**src/rtl/mips_fetch.sv**
```systemverilog
// rtl/mips_fetch.sv - MIPS instruction-fetch stage: PC, single-outstanding imem fetch, next-PC select
// State-decoded handshake outputs; next PC is resolved when execute retires the held instruction.
module mips_fetch #(
  parameter logic [31:0] RESET_PC = 32'h0040_0000
) (
  input  logic        clk,
  input  logic        reset,
  output logic        imem_req,
  output logic [31:0] imem_addr,
  input  logic        imem_ready,
  input  logic        imem_rvalid,
  input  logic [31:0] imem_rdata,
  output logic [31:0] pc,
  output logic [31:0] inst,
  output logic [31:0] inst_pc,
  output logic [5:0]  opcode,
  output logic [5:0]  funct,
  output logic        inst_valid,
  input  logic        inst_ready,
  input  logic [1:0]  control_type,
  input  logic [31:0] rs_data,
  output logic        fault
);

  typedef enum logic [1:0] {
    S_FETCH = 2'd0,
    S_WAIT  = 2'd1,
    S_HOLD  = 2'd2,
    S_FAULT = 2'd3
  } state_t;

  localparam logic [1:0] CT_FALL = 2'b00;
  localparam logic [1:0] CT_BR   = 2'b01;
  localparam logic [1:0] CT_J    = 2'b10;
  localparam logic [1:0] CT_JR   = 2'b11;

  state_t      state, state_nxt;
  logic [31:0] pc_q, pc_nxt;
  logic [31:0] inst_q, inst_nxt;
  logic [31:0] inst_pc_q, inst_pc_nxt;
  logic [31:0] pc4;
  logic [31:0] br_off;
  logic [31:0] target;
  logic        jr_misaligned;

  // Target candidates are derived from the held instruction, never from imem_rdata.
  always_comb begin
    pc4    = inst_pc_q + 32'd4;
    br_off = {{14{inst_q[15]}}, inst_q[15:0], 2'b00};
    target = pc4;
    case (control_type)
      CT_FALL: target = pc4;
      CT_BR:   target = pc4 + br_off;
      CT_J:    target = {pc4[31:28], inst_q[25:0], 2'b00};
      CT_JR:   target = rs_data;
      default: target = pc4;
    endcase
    jr_misaligned = (control_type == CT_JR) && (rs_data[1:0] != 2'b00);
  end

  always_comb begin
    state_nxt   = state;
    pc_nxt      = pc_q;
    inst_nxt    = inst_q;
    inst_pc_nxt = inst_pc_q;
    case (state)
      S_FETCH: begin
        if (imem_ready) begin
          state_nxt = S_WAIT;
        end
      end
      S_WAIT: begin
        if (imem_rvalid) begin
          inst_nxt    = imem_rdata;
          inst_pc_nxt = pc_q;
          state_nxt   = S_HOLD;
        end
      end
      S_HOLD: begin
        if (inst_ready) begin
          if (jr_misaligned) begin
            state_nxt = S_FAULT;
          end else begin
            pc_nxt    = target;
            state_nxt = S_FETCH;
          end
        end
      end
      S_FAULT: begin
        state_nxt = S_FAULT;
      end
      default: begin
        state_nxt = S_FETCH;
      end
    endcase
  end

  always_ff @(posedge clk) begin
    if (reset) begin
      state     <= S_FETCH;
      pc_q      <= RESET_PC;
      inst_q    <= 32'd0;
      inst_pc_q <= 32'd0;
    end else begin
      state     <= state_nxt;
      pc_q      <= pc_nxt;
      inst_q    <= inst_nxt;
      inst_pc_q <= inst_pc_nxt;
    end
  end

  // Handshake and status outputs come straight from registers only.
  assign imem_req   = (state == S_FETCH);
  assign imem_addr  = pc_q;
  assign inst_valid = (state == S_HOLD);
  assign fault      = (state == S_FAULT);
  assign pc         = pc_q;
  assign inst       = inst_q;
  assign inst_pc    = inst_pc_q;
  assign opcode     = inst_q[31:26];
  assign funct      = inst_q[5:0];

endmodule

```
**config.mk**
```make
export PLATFORM = sky130hd
export DESIGN_NAME = mips_fetch
export DESIGN_NICKNAME = d
export VERILOG_FILES = /design/src/rtl/mips_fetch.sv
export SDC_FILE = /design/constraint.sdc
export NUM_CORES = 1
export LEC_CHECK = 0
export ABC_AREA = 0
export ABC_CLOCK_PERIOD_IN_PS = 3700
export BUFFER_PORTS_ARGS = -buffer_cell sky130_fd_sc_hd__buf_2
export CORE_MARGIN = 1
export CORE_UTILIZATION = 52
export CTS_CLUSTER_DIAMETER = 30
export DETAILED_ROUTE_END_ITERATION = 10
export GPL_ROUTABILITY_DRIVEN = 0
export PLACE_DENSITY = 0.89
export SLEW_MARGIN = 20
export SYNTH_ARGS = -nofsm -noshare
export SYNTH_HDL_FRONTEND = slang
export SYNTH_SLANG_ARGS = --single-unit
```
**constraint.sdc**
```tcl
create_clock -name clk -period 3.7 [get_ports clk]
set_input_delay 0.555 -clock clk [delete_from_list [all_inputs] [get_ports clk]]
set_output_delay 0.555 -clock clk [all_outputs]
set_load 0.02 [all_outputs]
```
==> flow_summary.json <==
{
  "syn_to_final_growth_pct": 19.9,
  "peakVddDrop_mv": 0.261,
  "synth_flop_cell": "dfxtp_1",
  "drt_iter0_markers": 686,
  "fill_cells": 1107,
  "max_slew.worst_pin.slew_ns": 1.05,
  "end_kind": "flip-flop",
  "vias": 7351,
  "drive_gt1_share_pct": 29.4,
  "synthCells": 868,
  "cts_tree": "yes",
  "synth_area_um2": 6730,
  "post-route-drc-count": 0,
  "critPathArrivalTime_ns": 3.74,
  "clock_skew_ns": 0.00747,
  "netSwitchingFraction_pct": 29.1,
  "crit_type": "flip-flop to flip-flop",
  "initial_core_util_pct": 53.3,
  "seq_area_um2": 1970,
  "htreeDepth": 3,
  "grt_first_pass_wirelength_um": 34500,
  "antenna_found_initial": 0,
  "min_period_over_period_pct": 94.7,
  "power_frac_seq_pct": 44.8,
  "dieArea_um2": 13400,
  "crit_path_start_kind": "flip-flop",
  "syn_area_per_cell_um2": 7.75,
  "clock-sinks": 98,
  "instances_no_fill": 1203,
  "pin_count": 214,
  "first_pass_iters": 8,
  "synth_cell_types": 77,
  "diodes": 0,
  "wl_per_cell_um": 18.5,
  "numCtsBuffers": 9,
  "power.leakage_nw": 3.74,
  "maxCapViolCount": 0,
  "power_frac_clock_pct": 40.3,
  "synth_enable_flop_cells": 0,
  "clk_latency_ns": 0.35,
  "cts_buffer_depth": 2,
  "rows": 41,
  "internal_power_mw": 1.77,
  "dp_cells": 1186,
  "cp_max_fo": 7,
  "status": "finished, final reports clean",
  "syn_nets": 974,
  "power.total_mw": 2.49,
  "io_buffers": 213,
  "crit_required_ns": 3.93,
  "ctsHoldBuffers": 0,
  "min_period_ns": 3.50,
  "multi_input_area_um2": 4280,
  "ys_ff_latch": 98,
  "p_switching_mw": 0.724,
  "clock-root-buffer": "clkbuf_16",
  "antenna_left": 0,
  "overflow": 0,
  "ys_async_sr_fraction_pct": 0,
  "dpl.hpwl_um": 16200,
  "yosysSeqAreaShare_pct": 29.2,
  "postLayoutCoreUtil_pct": 63.9,
  "fin_nets": 1132,
  "max_freq_ghz": 0.285,
  "powerDensity_nw_per_um2": 309,
  "hold_viol": 0,
  "drt-total-wl_um": 22200,
  "grt_max_degree": 61,
  "final_cell_mix": "212 x buf_2, 192 x nand2_1, 103 x a21oi_1",
  "combPwrFrac_pct": 14.9,
  "path_clk_slew_ns": 0.07,
  "vias_per_cell": 6.11,
  "finalMaxSlewViolations": 0,
  "final_common_cell": "buf_2",
  "slew_headroom_pct": 29.8,
  "hold_path_class": "input port to flip-flop",
  "setup_viol": 0,
  "ys_warn_count": 0,
  "coreArea_um2": 12600,
  "grt_usage_pct": 33.3,
  "die_w_um": 116,
  "die_y_um": 116,
  "grt_pass1_vias": 6858
}
-- area by class of cell --
type	count	share of cell area [%]
multi-input combinational	670	53.1
sequential	98	24.4
timing repair buffer	235	15.5
clock buffer	10	2.96
tap	172	2.67
clock inverter	6	0.900
inverter	12	0.559
-- routing by layer --
| metal | routed length, um | share of wire (%) | GRT usage, % | vias up |
|---|---|---|---|---|
| met3 | 2450 | 11 | 7.17 | 111 |
| met4 | 1180 | 5.3 | 20.1 | 0 |
| met1 | 8460 | 38 | 42.0 | 3399 |
| li1 | - | - | - | 3330 |
| met2 | 10200 | 46 | 52.4 | 511 |
| met5 | 0 | 0 | 0 | - |
-- stage by stage --
step | area, um^2 | worst slack, ns | setup TNS, ns | hold WS [ns]
final | 8060 | 0.195 | 0 | 0.435
after floorplan | 6730 | 0.223 | 0 | 0.498
after global placement | 7680 | 0.318 | 0 | 0.450
after global routing | 8060 | -0.0339 | -0.0527 | 0.442
after detailed placement | 7680 | 0.127 | 0 | 0.460
after CTS | 8000 | 0.0533 | 0 | 0.434
-- power groups by stage --
stage	Clock [mW]	Combinational (mW)	Sequential [mW]
2_1_floorplan	0	0.215	1.16
3_3_place_gp	0	0.354	1.14
3_5_place_dp	0	0.361	1.14
4_1_cts	0.997	0.364	1.11
5_1_grt	1.05	0.401	1.12
6_report	1.00	0.372	1.11
-- cell usage after synthesis, drive strengths merged (11+ instances only) --
| master | count | share of area, % |
|---|---|---|
| nand3 | 18 | 1.4 |
| nand2 | 192 | 11 |
| nor2 | 59 | 3.3 |
| a21oi | 104 | 7.8 |
| dfxtp | 98 | 29 |
| ha | 34 | 6.3 |
| xor2 | 21 | 2.8 |
| nor3 | 23 | 2.0 |
| mux4 | 11 | 3.7 |
| o21ai | 32 | 2.4 |
| xnor2 | 33 | 4.4 |
| buf | 56 | 5.7 |
| inv | 12 | 0.67 |
| clkbuf | 32 | 1.8 |
-- path summary, 6_finish.rpt --
kind                       startpoint                         end  slack (ns)  cells past startpoint
min                    imem_rdata[29]       inst[29]$_SDFFE_PP0P_        0.43                      3
max          inst_pc[12]$_SDFFE_PP0P_  imem_addr[31]$_SDFFE_PP0P_        0.20                     14
min reg2reg     inst[29]$_SDFFE_PP0P_       inst[29]$_SDFFE_PP0P_        0.47                      2
max reg2reg  inst_pc[12]$_SDFFE_PP0P_  imem_addr[31]$_SDFFE_PP0P_        0.20                     14
-- worst max-delay path, cell delays in order (launching register included) --
cell and delay (ns):
dfxtp_2 0.39, and4_4 0.26, nand3_1 0.17, nor3_4 0.35, nand3_2 0.14, xnor2_2 0.17
ha_1 0.35, a21o_1 0.20, a21o_1 0.20, a21oi_4 0.19, nor2b_1 0.06, or3_1 0.33
a221oi_2 0.33, xnor2_1 0.16, a22oi_1 0.09
-- registers in the layout, indices dropped and copies added (netlist names) --
signal,cells
imem_addr,32
inst,32
inst_pc,32
state,2
-- logic make-up (layout without fill, tap and decap cells) --
kind of cell | after synthesis | in the layout | synth area share (%)
multiplexers | 22 | 22 | 5.37
AO/OA/AOI/OAI | 213 | 213 | 20.4
flip-flops | 98 | 98 | 29.2
XOR/XNOR | 54 | 54 | 7.25
buffers and inverters | 100 | 263 | 8.11
AND/OR/NAND/NOR | 346 | 346 | 23.1
adder cells (fa/ha/maj) | 35 | 35 | 6.62
-- repair_timing --
| item | in CTS | in global routing |
|---|---|---|
| gates resized for setup | 0 | 16 |
| buffers inserted | 0 | 1 |
| endpoints found under the setup margin | 0 | 9 |
Power figures use the tool's default switching activity.
